`src/rtl/warp_issue_sched.sv`:
```
// Round-robin warp issue scheduler: grants one eligible warp per cycle, registers
// the issue word, and tracks in-flight warps through a fixed-latency retire pipe.
module warp_issue_sched #(
  parameter int NUM_WARPS     = 8,
  parameter int WARP_ID_WIDTH = 3,
  parameter int CONTROL_WIDTH = 21,
  parameter int EXEC_LATENCY  = 3
) (
  input  logic                               clk,
  input  logic                               rst,
  input  logic [NUM_WARPS-1:0]               req,
  input  logic [NUM_WARPS*CONTROL_WIDTH-1:0] req_control,
  input  logic                               stall,
  output logic [NUM_WARPS-1:0]               grant,
  output logic                               issue_valid,
  output logic [WARP_ID_WIDTH-1:0]           issue_warp,
  output logic [CONTROL_WIDTH-1:0]           issue_control,
  output logic                               retire_valid,
  output logic [WARP_ID_WIDTH-1:0]           retire_warp,
  output logic [NUM_WARPS-1:0]               busy,
  output logic                               idle
);

  logic [WARP_ID_WIDTH-1:0] ptr_q, ptr_d;
  logic [NUM_WARPS-1:0]     busy_q, busy_d;
  logic                     issue_valid_q, issue_valid_d;
  logic [WARP_ID_WIDTH-1:0] issue_warp_q, issue_warp_d;
  logic [CONTROL_WIDTH-1:0] issue_control_q, issue_control_d;

  logic [EXEC_LATENCY-1:0]  pipe_valid_q, pipe_valid_d, pipe_in_valid;
  logic [WARP_ID_WIDTH-1:0] pipe_warp_q [EXEC_LATENCY];
  logic [WARP_ID_WIDTH-1:0] pipe_warp_d [EXEC_LATENCY];
  logic [WARP_ID_WIDTH-1:0] pipe_in_warp [EXEC_LATENCY];

  logic [NUM_WARPS-1:0]     eligible;
  logic [NUM_WARPS-1:0]     grant_oh;
  logic                     grant_any;
  logic [WARP_ID_WIDTH-1:0] grant_idx;
  logic [WARP_ID_WIDTH-1:0] scan_idx;
  logic                     retire_accept;

  // Grant is also masked during reset so nothing is acknowledged that will be discarded.
  assign eligible      = (stall || rst) ? '0 : (req & ~busy_q);
  assign retire_accept = pipe_valid_q[EXEC_LATENCY-1] && !stall;

  always_comb begin
    grant_oh  = '0;
    grant_any = 1'b0;
    grant_idx = '0;
    scan_idx  = '0;
    for (int k = 0; k < NUM_WARPS; k++) begin
      scan_idx = WARP_ID_WIDTH'((int'(ptr_q) + k) % NUM_WARPS);
      if (!grant_any && eligible[scan_idx]) begin
        grant_any = 1'b1;
        grant_idx = scan_idx;
      end
    end
    if (grant_any) grant_oh[grant_idx] = 1'b1;
  end

  always_comb begin
    ptr_d           = ptr_q;
    busy_d          = busy_q;
    issue_valid_d   = issue_valid_q;
    issue_warp_d    = issue_warp_q;
    issue_control_d = issue_control_q;
    if (!stall) begin
      issue_valid_d = grant_any;
      if (grant_any) begin
        issue_warp_d    = grant_idx;
        issue_control_d = req_control[grant_idx*CONTROL_WIDTH +: CONTROL_WIDTH];
        ptr_d = (grant_idx == WARP_ID_WIDTH'(NUM_WARPS - 1)) ? '0 : grant_idx + 1'b1;
      end
    end
    // A granted warp is never busy, so clear and set cannot hit the same bit.
    if (retire_accept) busy_d[pipe_warp_q[EXEC_LATENCY-1]] = 1'b0;
    if (grant_any)     busy_d[grant_idx] = 1'b1;
  end

  for (genvar gi = 0; gi < EXEC_LATENCY; gi++) begin : g_pipe
    if (gi == 0) begin : g_head
      assign pipe_in_valid[gi] = issue_valid_q;
      assign pipe_in_warp[gi]  = issue_warp_q;
    end else begin : g_body
      assign pipe_in_valid[gi] = pipe_valid_q[gi-1];
      assign pipe_in_warp[gi]  = pipe_warp_q[gi-1];
    end
  end

  always_comb begin
    pipe_valid_d = stall ? pipe_valid_q : pipe_in_valid;
    for (int k = 0; k < EXEC_LATENCY; k++) begin
      pipe_warp_d[k] = stall ? pipe_warp_q[k] : pipe_in_warp[k];
    end
  end

  always_ff @(posedge clk) begin
    if (rst) begin
      ptr_q           <= '0;
      busy_q          <= '0;
      issue_valid_q   <= 1'b0;
      issue_warp_q    <= '0;
      issue_control_q <= '0;
      pipe_valid_q    <= '0;
      for (int k = 0; k < EXEC_LATENCY; k++) pipe_warp_q[k] <= '0;
    end else begin
      ptr_q           <= ptr_d;
      busy_q          <= busy_d;
      issue_valid_q   <= issue_valid_d;
      issue_warp_q    <= issue_warp_d;
      issue_control_q <= issue_control_d;
      pipe_valid_q    <= pipe_valid_d;
      for (int k = 0; k < EXEC_LATENCY; k++) pipe_warp_q[k] <= pipe_warp_d[k];
    end
  end

  assign grant         = grant_oh;
  assign issue_valid   = issue_valid_q;
  assign issue_warp    = issue_warp_q;
  assign issue_control = issue_control_q;
  assign retire_valid  = pipe_valid_q[EXEC_LATENCY-1];
  assign retire_warp   = pipe_warp_q[EXEC_LATENCY-1];
  assign busy          = busy_q;
  assign idle          = (busy_q == '0) && !issue_valid_q;

endmodule
```
`config.mk`:
```
export PLATFORM = sky130hd
export DESIGN_NAME = warp_issue_sched
export DESIGN_NICKNAME = d
export VERILOG_FILES = /design/src/rtl/warp_issue_sched.sv
export SDC_FILE = /design/constraint.sdc
export NUM_CORES = 1
export LEC_CHECK = 0
export CORE_MARGIN = 2
export CORE_UTILIZATION = 33
export CTS_BUF_LIST = sky130_fd_sc_hd__clkbuf_8 sky130_fd_sc_hd__clkbuf_16
export DETAILED_ROUTE_END_ITERATION = 10
export GPL_ROUTABILITY_DRIVEN = 1
export GPL_TIMING_DRIVEN = 1
export HOLD_SLACK_MARGIN = 0.12
export PLACE_DENSITY = 0.66
export RECOVER_POWER = 50
export SLEW_MARGIN = 10
export SYNTH_ARGS = -nofsm -noshare
export SYNTH_HDL_FRONTEND = slang
export SYNTH_SLANG_ARGS = --single-unit
```
`constraint.sdc`:
```
create_clock -name clk -period 4.75 [get_ports clk]
set_input_delay 0.95 -clock clk [delete_from_list [all_inputs] [get_ports clk]]
set_output_delay 0.95 -clock clk [all_outputs]
set_load 0.01 [all_outputs]
```
## Word-level counts from Yosys, hierarchy flattened

Memory sizes are Yosys's and may differ from the RTL's.
Index checks and enable logic that the tools add are counted.

| word-level totals | value |
|---|---|
| bits in writable memories | 9 |
| memories kept | 1 |
| word-level logic and storage cells | 112 |
| bits in registers | 39 |

Memory list:

| memory | words | width | read ports | clocked after memory_dff | write ports | line | RTL |
|---|---|---|---|---|---|---|---|
| pipe_warp_q | 3 | 3 | 3 | 0 | 3 | 31 | `logic [WARP_ID_WIDTH-1:0] pipe_warp_q [EXEC_LATENCY];` |

| cells by class | value |
|---|---|
| mux-type cells | 50 |
| add/sub/neg operators | 8 |
| eq/ne operators | 1 |
| reduce and logical (&&, ||, !) cells | 23 |
| bitwise gates (word level) | 9 |
| multipliers | 1 |
| shift-type cells | 1 |
| $lt $le $gt $ge | 12 |

Operators with widths:

| operator | count |
|---|---|
| $shiftx 168x9->21 | 1 |
| $mux 3 | 15 |
| $lt 3x4->1 const B | 10 |
| $mux 8 | 4 |
| $bmux 1 s3 | 8 |
| $mux 1 | 21 |
| $and 8x8->8 | 2 |
| $not 8->8 | 2 |
| $add 3x3->3 const B | 4 |
| $logic_and 1x1->1 | 11 |
| $logic_not 1->1 | 9 |
| $logic_not 8->1 | 1 |
| $mul 3x5->8 const B | 1 |
| $or 8x8->8 | 1 |
| $add 3x1->3 const B | 2 |
| $add 3x2->3 const B | 2 |
| $demux 1 s3 | 2 |
| $ge 3x1->1 const B | 2 |
| $eq 3x3->1 const B | 1 |
| $or 1x1->1 | 3 |
| $reduce_and 2->1 | 1 |
| $logic_or 1x1->1 | 1 |
| $not 1->1 | 1 |

## Logic depth before layout (Yosys ltp)

Gate-level depths: netlist of run 1.

| depth | value |
|---|---|
| depth in word-level cells | 33 |
| depth in mapped cells | 16 |
| depth with buffers taken out | 12 |

## Worst setup path after synthesis of run 1

Ideal clock, no wire load.

| timing | value |
|---|---|
| kind | input to output |
| start | in rst |
| end | out grant[3] |
| path buffers | 4 |
| data required time | 3800 ps |
| path slack | 605 ps |
| stages | 13 |
| arrival | 3195 ps |
| cell sequence | buf_4 nor4b_2 a22oi_1 a21oi_1 nor4_2 nand3_1 nor3b_2 a221o_1 buf_4 buf_6 buf_6 nand3_1 inv_1 |

| between the ends | value |
|---|---|
| longest elaborated chain between the ends | 31 |
| elaborated cells between the ends (all ways) | 54 |
| those cells by class | order compare (2); mux (36); reduce/logical (16) |

RTL lines:

| item | line | RTL |
|---|---|---|
| start, declared | 10 | `input logic rst,` |
| $logic_or 1x1->1 * | 43 | `assign eligible = (stall \|\| rst) ? '0 : (req & ~busy_q);` |
| $mux 8 * | 43 |  |
| $bmux 1 s3 | 53 | `if (!grant_any && eligible[scan_idx]) begin` |
| $mux 1 (implied by the code) | 53 |  |
| $mux 1 | 53 |  |
| $logic_not 1->1 | 53 |  |
| $logic_and 1x1->1 | 53 |  |
| $mux 1 | 53 |  |
| [... 15 more ...] | - |  |
| $logic_not 1->1 | 53 |  |
| $logic_and 1x1->1 | 53 |  |
| $mux 3 | 53 |  |
| $lt 3x4->1 (implied by the code) or $ge 3x1->1 (tied branches) | 58 | `if (grant_any) grant_oh[grant_idx] = 1'b1;` |
| $logic_and 1x1->1 (implied by the code) | 58 |  |
| $mux 1 (implied by the code) | 58 |  |
| $demux 1 s3 | 58 |  |
| $mux 8 * | 58 |  |
| end, declared | 14 | `output logic [NUM_WARPS-1:0] grant,` |

Every way passes the cells marked *; elsewhere a longest branch is shown, timed or not. The select of a mux whose other input is x is not followed.

## Worst setup path in the final report of run 1

| timing | value |
|---|---|
| start | in req[3] |
| end | out grant[4] |

| between the ends | value |
|---|---|
| longest elaborated chain between the ends | 31 |
| elaborated cells between the ends (all ways) | 54 |
| those cells by class | order compare (2); mux (36); bitwise (1); reduce/logical (15) |

RTL lines:

| item | line | RTL |
|---|---|---|
| start, declared | 11 | `input logic [NUM_WARPS-1:0] req,` |
| $and 8x8->8 * | 43 |  |
| $mux 8 * | 43 |  |
| $bmux 1 s3 | 53 |  |
| $mux 1 (implied by the code) | 53 |  |
| $mux 1 | 53 |  |
| $logic_not 1->1 | 53 |  |
| $logic_and 1x1->1 | 53 |  |
| $mux 1 | 53 |  |
| [... 15 more ...] | - |  |
| $logic_not 1->1 | 53 |  |
| $logic_and 1x1->1 | 53 |  |
| $mux 3 | 53 |  |
| $lt 3x4->1 (implied by the code) or $ge 3x1->1 (tied branches) | 58 |  |
| $logic_and 1x1->1 (implied by the code) | 58 |  |
| $mux 1 (implied by the code) | 58 |  |
| $demux 1 s3 | 58 |  |
| $mux 8 * | 58 |  |

Marks and branches as above.

==> results of run 1 <==
[per-layer routing]
| metal | part of all wire [%] | wire (um) | GRT usage (%) | up-vias |
|---|---|---|---|---|
| li1 | - | - | - | 2569 |
| met2 | 50 | 8690 | 41.4 | 177 |
| met5 | 0 | 0 | 0 | - |
| met1 | 43 | 7460 | 30.1 | 2459 |
| met4 | 2.1 | 362 | 6.40 | 0 |
| met3 | 5.8 | 1020 | 4.15 | 31 |
[worst max-delay path, stage by stage]
cell	delay (ns)
dlygate4sd2_1	0.22
nand2b_1	0.08
mux4_2	0.59
buf_4	0.19
nor3_2	0.25
a2bb2oi_1	0.28
a211oi_2	0.12
o31a_1	0.39
nor2b_4	0.16
buf_4	0.13
buf_4	0.12
nand2_1	0.08
inv_1	0.05
buf_2	0.13
[repair_timing]
| action | CTS | global route |
|---|---|---|
| cloned | 1 | 0 |
| setup buffers | 12 | 2 |
| resized for setup | 42 | 31 |
| endpoints found under the setup margin | 11 | 27 |
| pin swaps | 21 | 10 |
[per-stage QoR]
step | TNS [ns] | total power, W | hold WS [ns] | setup slack [ns]
4_1_cts | -0.453 | 0.00622 | 0.497 | -0.155
5_1_grt | -0.373 | 0.00676 | 0.525 | -0.106
3_5_place_dp | -8.67 | 0.00559 | 0.480 | -0.539
2_1_floorplan | 0 | 0.00409 | 0.460 | 0.605
3_3_place_gp | -8.06 | 0.00554 | 0.470 | -0.476
6_report | 0 | 0.00625 | 0.494 | 0.0473
[kinds of logic after synthesis]
logic type / count (synthesis)
simple gates: 242
flops: 48
mux: 51
xor+xnor: 6
compound gates: 158
fa+ha+maj: 2
buf+inv: 59
[cell usage in the layout, fill, tap and decap left out, types with 4 or more instances in the layout]
cell type,count
nor4b_4,4
a31oi_1,12
buf_4,69
a211o_1,10
a211oi_2,12
nor2_1,32
or3_1,4
inv_1,10
dlygate4sd2_1,5
a22oi_1,14
a311oi_1,10
mux2i_1,45
nand3_2,4
dlygate4sd3_1,34
nor4_1,4
clkbuf_16,5
o21ai_0,7
nor2b_1,7
dfxtp_1,48
a211oi_1,11
nand2_1,118
dlymetal6s2s_1,5
clkdlybuf4s50_1,172
nand3_1,8
a22oi_2,6
o21ai_1,11
a21oi_1,38
and2_1,20
nand2b_1,11
[power by group through the flow]
stage	Combinational [W]	Sequential (W)	Clock [W]
floorplan	0.00334	0.000745	0
global placement	0.00484	0.000702	0
detailed placement	0.00488	0.000709	0
CTS	0.00514	0.000703	0.000379
global route	0.00565	0.000717	0.000393
finish	0.00518	0.000699	0.000371
[worst paths after layout]
| path | from | slack [ns] | cells after the start | to |
|---|---|---|---|---|
| max | req[3] | 0.05 | 14 | grant[4] |
| min | pipe_warp_q[0][2] | 0.49 | 2 | pipe_warp_q[0][5] |
| max reg2reg | ptr_q[1] | 0.53 | 15 | issue_control[4] |
| min reg2reg | pipe_warp_q[0][2] | 0.49 | 2 | pipe_warp_q[0][5] |
[final cells by class]
| cell class | instances | area, um2 | area share (%) |
|---|---|---|---|
| tap | 172 | 215 | 2.89 |
| multi-input combinational | 459 | 3250 | 43.6 |
| clock inverter | 1 | 8.76 | 0.118 |
| sequential | 48 | 961 | 12.9 |
| timing repair buffer | 299 | 2830 | 38.0 |
| clock buffer | 6 | 139 | 1.87 |
| inverter | 11 | 41.3 | 0.555 |
[registers in the layout, indices dropped and copies added, names as in the netlist]
| register | count |
|---|---|
| pipe_warp_q | 9 |
| pipe_valid_q | 3 |
| issue_warp | 3 |
| ptr_q | 3 |
| busy | 8 |
| issue_valid | 1 |
| issue_control | 21 |
==> key figures, run 1 <==
Power
  – Total leakage power: 3.16 nW
  – Internal: 0.00312 W
  – Comb pwr share: 82.9%
  – Flop pwr share: 11.2%
  – Power Density: 839 nW/um2
  – VDD IR-drop max: 0.525 mV
  – Switching pwr: 0.00313 W
  – Switching share of power: 50.1%
  – Clock share of power: 5.9%

Floorplanning
  – Die H: 118 um
  – Initial core utilization: 34.1%
  – Number of core rows: 41
  – Core box area: 12,700 um2
  – Die footprint: 14,000 um2
  – # IOs: 225
  – Die W: 118 um

STA
  – # setup viols final: 0
  – Slew headroom: 33.2%
  – Clk_skew: 0.00639 ns
  – Fin. max-slew vios: 0
  – Final Hold Fails: 0
  – Fin crit period: 4.70 ns
  – Tightest Pin Transition: 1.00 ns
  – Fraction of the cycle the final worst path needs: 99.0%
  – Max Freq: 213 MHz

Yosys
  – Synth cell count leaders: nand2_1, dfxtp_1, mux2i_1
  – Yosys top cell by area: dfxtp_1
  – Count leader, synth: nand2_1
  – Synth unique cells: 63
  – Yosys warning count: 0
  – Syn Std Cell Area: 4320 um2
  – Top_reg_cell synth: dfxtp_1
  – Mapped Cells: 566
  – Post-synth EDFFs: 0
  – Synth area leaders: dfxtp_1, mux2i_1, nand2_1
  – Flops & latches, synth: 48
  – Sequential-to-total area share from yosys stat: 22.3%
  – Asr flop ratio synth: 0%
  – Net Count, Synth: 747
  – Xor and xnor fraction of the mapped netlist area: 1.22%
  – Post-Syn Area per Cell: 7.63 um2
  – Largest family of logic cells by synthesized area: simple AND/OR/NAND/NOR gates
  – Post-Synth Adder-Cell Area: 0.580%
  – Top-area cell type share of the netlist area: 22.3%
  – Post-synthesis mux area share: 12.8%
  – Simple-Gate Fraction of Synth Area: 28.5%
  – Post-synthesis compound-gate area fraction: 27.2%

Layout
  – Fin cells: 996
  – Share of cells above drive strength 1: 18.3%
  – Layout overhead on the synthesized area: 72.5%
  – Fin nets: 1,005
  – Number of fill cells: 1,137
  – Final Util: 58.8%
  – Final instance area: 7440 um2
  – Diode count: 0

Placement
  – Port Buffers: 224
  – Placed Instances: 975
  – HPWL Detailed: 13.3 mm
  – GP Congestion: 0.863
  – Placed cell areas: 6980 um2

Routing
  – Initial DRT Pass Iterations: 4
  – Final Routed Wirelength: 17.5 mm
  – Initial drt markers: 318
  – Vias per cell: 5.26
  – Total vias in the final route: 5,236
  – Post-route ant nets: 0
  – Avg WL per Cell: 17.6 um
  – DRC viols: 0

Clock tree
  – CTS HTree Levels: 2
  – Clk pin slew, worst setup/hold paths: 0.07 ns
  – Hold_buf cts: 0
  – CTS Buffer Depth: 2
  – CTS Root Cell: clkbuf_16
  – Clock sink total: 48
  – CTS tree: yes
  – CTS Buf Count: 5
  – Clock Latency Late Sink: 0.29 ns

Worst hold path
  – Worst min-delay path category: flip-flop to flip-flop

Critical path
  – Critical path class: input pin to primary output
  – Worst Setup Start Kind: input pin
  – Critical Path AT: 3.75 ns
  – Crit-path max FO: 5
  – Critical Path RT: 3.80 ns
  – CP Capture Type: primary output

Outcome
  – Status: completed

Flow run
  – Maxcap violations: 0

GRT
  – Initial antenna violation count: 0
  – Total gr overflow: 0
  – GRT Total Usage: 23.8%
  – First-pass GRT wire length: 26.9 mm
  – Largest net degree at the start of global routing: 85
  – Number of global-route vias before repair: 5,225
Power figures use the tool's default switching activity.
==> run 2: changes to the inputs <==
--- a/config.mk
+++ b/config.mk
@@ -9,10 +9,10 @@
 export CORE_UTILIZATION = 33
 export CTS_BUF_LIST = sky130_fd_sc_hd__clkbuf_8 sky130_fd_sc_hd__clkbuf_16
 export DETAILED_ROUTE_END_ITERATION = 10
+export DONT_BUFFER_PORTS = 1
 export GPL_ROUTABILITY_DRIVEN = 1
 export GPL_TIMING_DRIVEN = 1
 export HOLD_SLACK_MARGIN = 0.12
-export PLACE_DENSITY = 0.66
 export RECOVER_POWER = 50
 export SLEW_MARGIN = 10
 export SYNTH_ARGS = -nofsm -noshare
==> key figures, run 2 (synthesized netlist as in run 1, its figures left out) <==
Outcome
  – Status: completed (unchanged)

Layout
  – Area of the multi-input gates: 3050 um2 (was 3250 um2)
  – FF/Latch Area: 961 um2 (unchanged)
  – Share of cells above drive strength 1: 10.6% (was 18.3%)
  – Fin nets: 720 (was 1,005)
  – Most frequent cells in the layout: nand2_1, dfxtp_1, mux2i_1, a21oi_1, nor2_1 (was clkdlybuf4s50_1, nand2_1, buf_4, dfxtp_1, mux2i_1)
  – Max reg flops: 21 (unchanged)
  – Diode count: 0 (unchanged)
  – Number of fill cells: 1,351 (was 1,137)
  – Most common cell after layout, fill and taps aside: nand2_1 (was clkdlybuf4s50_1)
  – Layout overhead on the synthesized area: 4.84% (was 72.5%)

GRT
  – Largest net degree at the start of global routing: 65 (was 85)
  – First-pass GRT wire length: 22.4 mm (was 26.9 mm)
  – Gr busiest metal: met2 (unchanged)
  – Initial antenna violation count: 0 (unchanged)
  – M2 GR Usage: 33.8% (was 41.4%)
  – Met3 usage in global routing: 4.58% (was 4.15%)
  – Met1 GRT Util: 23.9% (was 30.1%)
  – Total gr overflow: 0 (unchanged)
  – Number of global-route vias before repair: 4,200 (was 5,225)
  – GRT Total Usage: 19.9% (was 23.8%)

Critical path
  – Worst Setup Start Kind: flip-flop (was input pin)
  – Reg2reg start: ptr_q[1] (unchanged)
  – Crit-path max FO: 10 (was 5)
  – Critical path class: flip-flop to primary output (was input pin to primary output)
  – Critical Path RT: 3.80 ns (about the same)
  – Critical Path AT: 3.53 ns (was 3.75 ns)
  – CP Capture Type: primary output (unchanged)
  – Critical path origin: ptr_q[1] (was req[3])

STA
  – Post-route setup TNS: 0 ns (unchanged)
  – Tightest Pin Transition: 0.635 ns (was 1.00 ns)
  – Slew headroom: 57.6% (was 33.2%)
  – Max Freq: 223 MHz (was 213 MHz)
  – Fin. max-slew vios: 0 (unchanged)
  – Worst Hold Slack: 0.492 ns (was 0.494 ns)
  – Final Hold Fails: 0 (unchanged)
  – Clk_skew: 0.00588 ns (was 0.00639 ns)
  – RSZ-0062 raised after global routing: no
  – # setup viols final: 0 (unchanged)
  – Fin crit period: 4.48 ns (was 4.70 ns)
  – Fraction of the cycle the final worst path needs: 94.4% (was 99.0%)

Clock tree
  – Clock Latency Late Sink: 0.29 ns (about the same)
  – Clock sink total: 48 (unchanged)
  – Clk pin slew, worst setup/hold paths: 0.06 ns (was 0.07 ns)
  – CTS HTree Levels: 2 (unchanged)
  – Hold_buf cts: 0 (unchanged)
  – CTS Buf Count: 5 (unchanged)
  – CTS Root Cell: clkbuf_16 (unchanged)
  – CTS tree: yes (unchanged)
  – CTS Buffer Depth: 2 (unchanged)
  – Post-CTS Setup Inserts: 0 (was 12)
  – PostCTS Resize Cnt: 0 (was 42)

Floorplanning
  – Core box area: 12,700 um2 (unchanged)
  – Die W: 118 um (unchanged)
  – Initial core utilization: 34.1% (unchanged)
  – # IOs: 225 (unchanged)
  – Die H: 118 um (unchanged)
  – Die footprint: 14,000 um2 (unchanged)
  – Number of core rows: 41 (unchanged)

Placement
  – Port Buffers: 0 (was 224)
  – HPWL Detailed: 11.4 mm (was 13.3 mm)
  – GP Congestion: 0.918 (was 0.863)

Flow run
  – Maxcap violations: 0 (unchanged)

Routing
  – Total vias in the final route: 4,216 (was 5,236)
  – Initial DRT Pass Iterations: 5 (was 4)
  – Avg WL per Cell: 20.2 um (was 17.6 um)
  – Final Routed Wirelength: 14.4 mm (was 17.5 mm)
  – DRC viols: 0 (unchanged)
  – Vias per cell: 5.93 (was 5.26)
  – Initial drt markers: 261 (was 318)
  – Post-route ant nets: 0 (unchanged)

Worst hold path
  – Worst min-delay path category: flip-flop to flip-flop (unchanged)
  – Hold Startpoint: pipe_warp_q[0][3] (was pipe_warp_q[0][2])

Power
  – Total leakage power: 1.81 nW (was 3.16 nW)
  – Power Density: 1140 nW/um2 (was 839 nW/um2)
  – VDD IR-drop max: 0.405 mV (was 0.525 mV)
run 2: changes by cell type in the layout (fill, tap and decap cells not counted), moves of 5 or more:
cell	previous run	this run
clkdlybuf4s50_1	172	0
buf_4	69	13
a22oi_2	6	1
a22oi_1	14	19
dlygate4sd3_1	34	0
dlymetal6s2s_1	5	0
dlygate4sd2_1	5	0
run 2: layout make-up:
cell class                      count  area share (%)
Clock buffer                        5            2.76
Multi-Input combinational cell    459            67.5
Timing Repair Buffer               14            2.60
Sequential cell                    48            21.2
Tap cell                          172            4.76
Clock inverter                      2           0.276
Inverter                           11           0.912
run 2: path summary, 6_finish.rpt:
kind / endpoint / slack [ns] / depth (start not counted)
worst max-delay path: grant[7] / 0.27 / 10
worst min-delay path: pipe_warp_q[0][6] / 0.49 / 2
worst max register to register: issue_control[15] / 0.86 / 12
worst min register to register: pipe_warp_q[0][6] / 0.49 / 2
run 2: worst max-delay path, stage by stage (launching register included):
cell and delay [ns]:
dfxtp_1 0.33, inv_1 0.07, ha_1 0.52, mux4_2 0.35, o22ai_1 0.15, o32ai_1 0.46
nand3_1 0.27, nor3b_2 0.32, o31a_1 0.29, buf_4 0.23, and3_1 0.26
run 2: through the flow:
| step | area, um2 | util, % | cells | setup WS (ns) | power, W |
|---|---|---|---|---|---|
| floorplan | 4320 | - | 566 | 0.605 | 0.00409 |
| global placement | 4390 | 34.6 | 704 | 0.482 | 0.00474 |
| detailed placement | 4390 | 34.6 | 704 | 0.365 | 0.00481 |
| CTS | 4530 | 35.7 | 711 | 0.276 | 0.00517 |
| global route | 4530 | 35.7 | 711 | 0.0662 | 0.00563 |
| finish | 4530 | 35.7 | 711 | 0.267 | 0.00515 |
run 2: power breakdown:
part	internal [W]	leakage (nW)	total, W	switching (W)
Combinational	0.00157	1.35	0.00398	0.00241
Clock	0.000192	0.0657	0.000351	0.000160
Sequential	0.000592	0.398	0.000821	0.000230
run 2: per-layer routing:
layer	part of all wire, %	vias to the layer above
li1	-	1996
met4	3.6	0
met2	49	195
met5	0	-
met1	40	1996
met3	6.9	29
==> run 3: changes to the inputs <==
--- a/config.mk
+++ b/config.mk
@@ -11,7 +11,7 @@
 export DETAILED_ROUTE_END_ITERATION = 10
 export DONT_BUFFER_PORTS = 1
 export GPL_ROUTABILITY_DRIVEN = 1
-export GPL_TIMING_DRIVEN = 1
+export GPL_TIMING_DRIVEN = 0
 export HOLD_SLACK_MARGIN = 0.12
 export RECOVER_POWER = 50
 export SLEW_MARGIN = 10
==> key figures, run 3 (synthesized netlist as in run 1, its figures left out) <==
Layout
  – Fin nets: 759 (was 720)
  – Final Util: 38.4% (was 35.7%)
  – Max reg flops: 21 (unchanged)
  – Layout overhead on the synthesized area: 12.6% (was 4.84%)
  – Share of cells above drive strength 1: 16.1% (was 10.6%)
  – Most frequent cells in the layout: nand2_1, dfxtp_1, mux2i_1, a21oi_1, nor2_1 (unchanged)
  – Diode count: 0 (unchanged)
  – Most common cell after layout, fill and taps aside: nand2_1 (unchanged)

Routing
  – Initial DRT Pass Iterations: 5 (unchanged)
  – Post-route ant nets: 0 (unchanged)
  – Initial drt markers: 313 (was 261)
  – Avg WL per Cell: 22.4 um (was 20.2 um)
  – Vias per cell: 6.04 (was 5.93)
  – DRC viols: 0 (unchanged)
  – Total vias in the final route: 4,534 (was 4,216)
  – Final Routed Wirelength: 16.8 mm (was 14.4 mm)

Floorplanning
  – Die W: 118 um (unchanged)
  – Die footprint: 14,000 um2 (unchanged)
  – # IOs: 225 (unchanged)
  – Die H: 118 um (unchanged)
  – Initial core utilization: 34.1% (unchanged)
  – Core box area: 12,700 um2 (unchanged)
  – Number of core rows: 41 (unchanged)

Critical path
  – Internal reg-to-reg setup slack: 0.89 ns (was 0.86 ns)
  – Reg2Reg Depth: 14 (was 12)
  – Critical Path RT: 3.80 ns (about the same)
  – Worst Setup Start Kind: flip-flop (unchanged)
  – Critical path class: flip-flop to primary output (unchanged)
  – CP Capture Type: primary output (unchanged)
  – Reg2reg start: ptr_q[1] (unchanged)
  – Critical Path AT: 3.71 ns (was 3.53 ns)
  – R2r endpoint: issue_control[12] (was issue_control[15])
  – Crit-path max FO: 10 (unchanged)

Clock tree
  – Hold_buf cts: 0 (unchanged)
  – CTS Buf Count: 5 (unchanged)
  – CTS HTree Levels: 2 (unchanged)
  – Clk pin slew, worst setup/hold paths: 0.07 ns (was 0.06 ns)
  – Clock sink total: 48 (unchanged)
  – CTS tree: yes (unchanged)
  – CTS Buffer Depth: 2 (unchanged)
  – CTS Root Cell: clkbuf_16 (unchanged)
  – Clock Latency Late Sink: 0.29 ns (about the same)

GRT
  – Total gr overflow: 0 (unchanged)
  – GRT Total Usage: 22.6% (was 19.9%)
  – Largest net degree at the start of global routing: 16 (was 65)
  – First-pass GRT wire length: 25.2 mm (was 22.4 mm)
  – Number of global-route vias before repair: 4,468 (was 4,200)
  – Initial antenna violation count: 0 (unchanged)

STA
  – # setup viols final: 0 (unchanged)
  – Tightest Pin Transition: 0.701 ns (was 0.635 ns)
  – Clk_skew: 0.00266 ns (was 0.00588 ns)
  – Final Hold Fails: 0 (unchanged)
  – RSZ-0062 raised after global routing: yes (was no)
  – Fin crit period: 4.66 ns (was 4.48 ns)
  – Fraction of the cycle the final worst path needs: 98.1% (was 94.4%)
  – Slew headroom: 52.9% (was 57.6%)
  – Fin. max-slew vios: 0 (unchanged)
  – Max Freq: 215 MHz (was 223 MHz)

Placement
  – HPWL Detailed: 13.3 mm (was 11.4 mm)
  – GP Congestion: 0.959 (was 0.918)
  – Port Buffers: 0 (unchanged)

Worst hold path
  – WHS Path Cells: 2 (unchanged)
  – Hold Startpoint: pipe_warp_q[0][3] (unchanged)
  – Worst min-delay path category: flip-flop to flip-flop (unchanged)
  – Worst Hold Path EP: pipe_warp_q[0][3] (was pipe_warp_q[0][6])

Outcome
  – Status: completed (unchanged)

Flow run
  – Maxcap violations: 0 (unchanged)
-- run 3: cell count changes in the layout (fill, tap and decap cells not counted), sizes merged --
cell      delta
clkbuf      +17
bufinv       +1
clkinvlp     -1
buf         +23
-- run 3: worst max-delay path by stage --
| stage | startpoint | to | slack, ns | cells past startpoint |
|---|---|---|---|---|
| 6_report | ptr_q[1] | grant[3] | 0.09 | 14 |
| 5_1_grt | ptr_q[1] | grant[3] | -0.08 | 14 |
| 4_1_cts | ptr_q[1] | grant[7] | 0.03 | 12 |
| 3_5_place_dp | ptr_q[1] | grant[6] | -0.27 | 14 |
| 3_3_place_gp | ptr_q[1] | grant[6] | -0.24 | 15 |
| 2_1_floorplan | rst | grant[3] | 0.61 | 13 |
-- run 3: area by class of cell --
cell class	instances	area [um2]
fill	1363	7810
clock buffer	6	139
timing repair buffer	7	52.6
inverter	11	41.3
buffer	46	282
multi-input combinational	459	3130
sequential	48	962
tap	172	215
clock inverter	2	38.8
-- run 3: stage by stage --
stage	hold WS (ns)	instances	setup slack, ns	instance area [um2]	TNS, ns
floorplan	0.460	566	0.605	4320	0
global placement	0.471	738	-0.241	4530	-0.722
detailed placement	0.483	738	-0.269	4530	-0.768
CTS	0.500	750	0.0289	4810	0
global route	0.519	751	-0.0803	4860	-0.0840
finish	0.498	751	0.0914	4860	0
-- run 3: layer usage --
metal	GRT usage [%]	share of wire, %	vias up
li1	-	-	2074
met1	26.9	38	2154
met2	40.1	50	262
met3	4.97	9.0	44
met4	7.29	2.6	0
met5	0	0	-
-- run 3: critical path: stages, from the launching register on --
cell	delay, ns
dfxtp_2	0.36
buf_4	0.18
inv_1	0.11
ha_4	0.36
mux4_2	0.28
o22ai_1	0.16
o32a_1	0.34
buf_4	0.17
nor2_1	0.13
or4bb_1	0.41
o31a_1	0.13
clkbuf_4	0.20
nor2_2	0.19
nand3_1	0.21
inv_1	0.17
-- run 3: repair_timing --
| item | CTS | global route |
|---|---|---|
| pin swaps | 5 | 6 |
| resized for setup | 14 | 14 |
| endpoints found under the setup margin | 8 | 8 |
| setup buffers | 5 | 2 |
Power of run 3 is not shown: default switching activity piles up to over one toggle a cycle in this logic, so the estimate is an artifact.
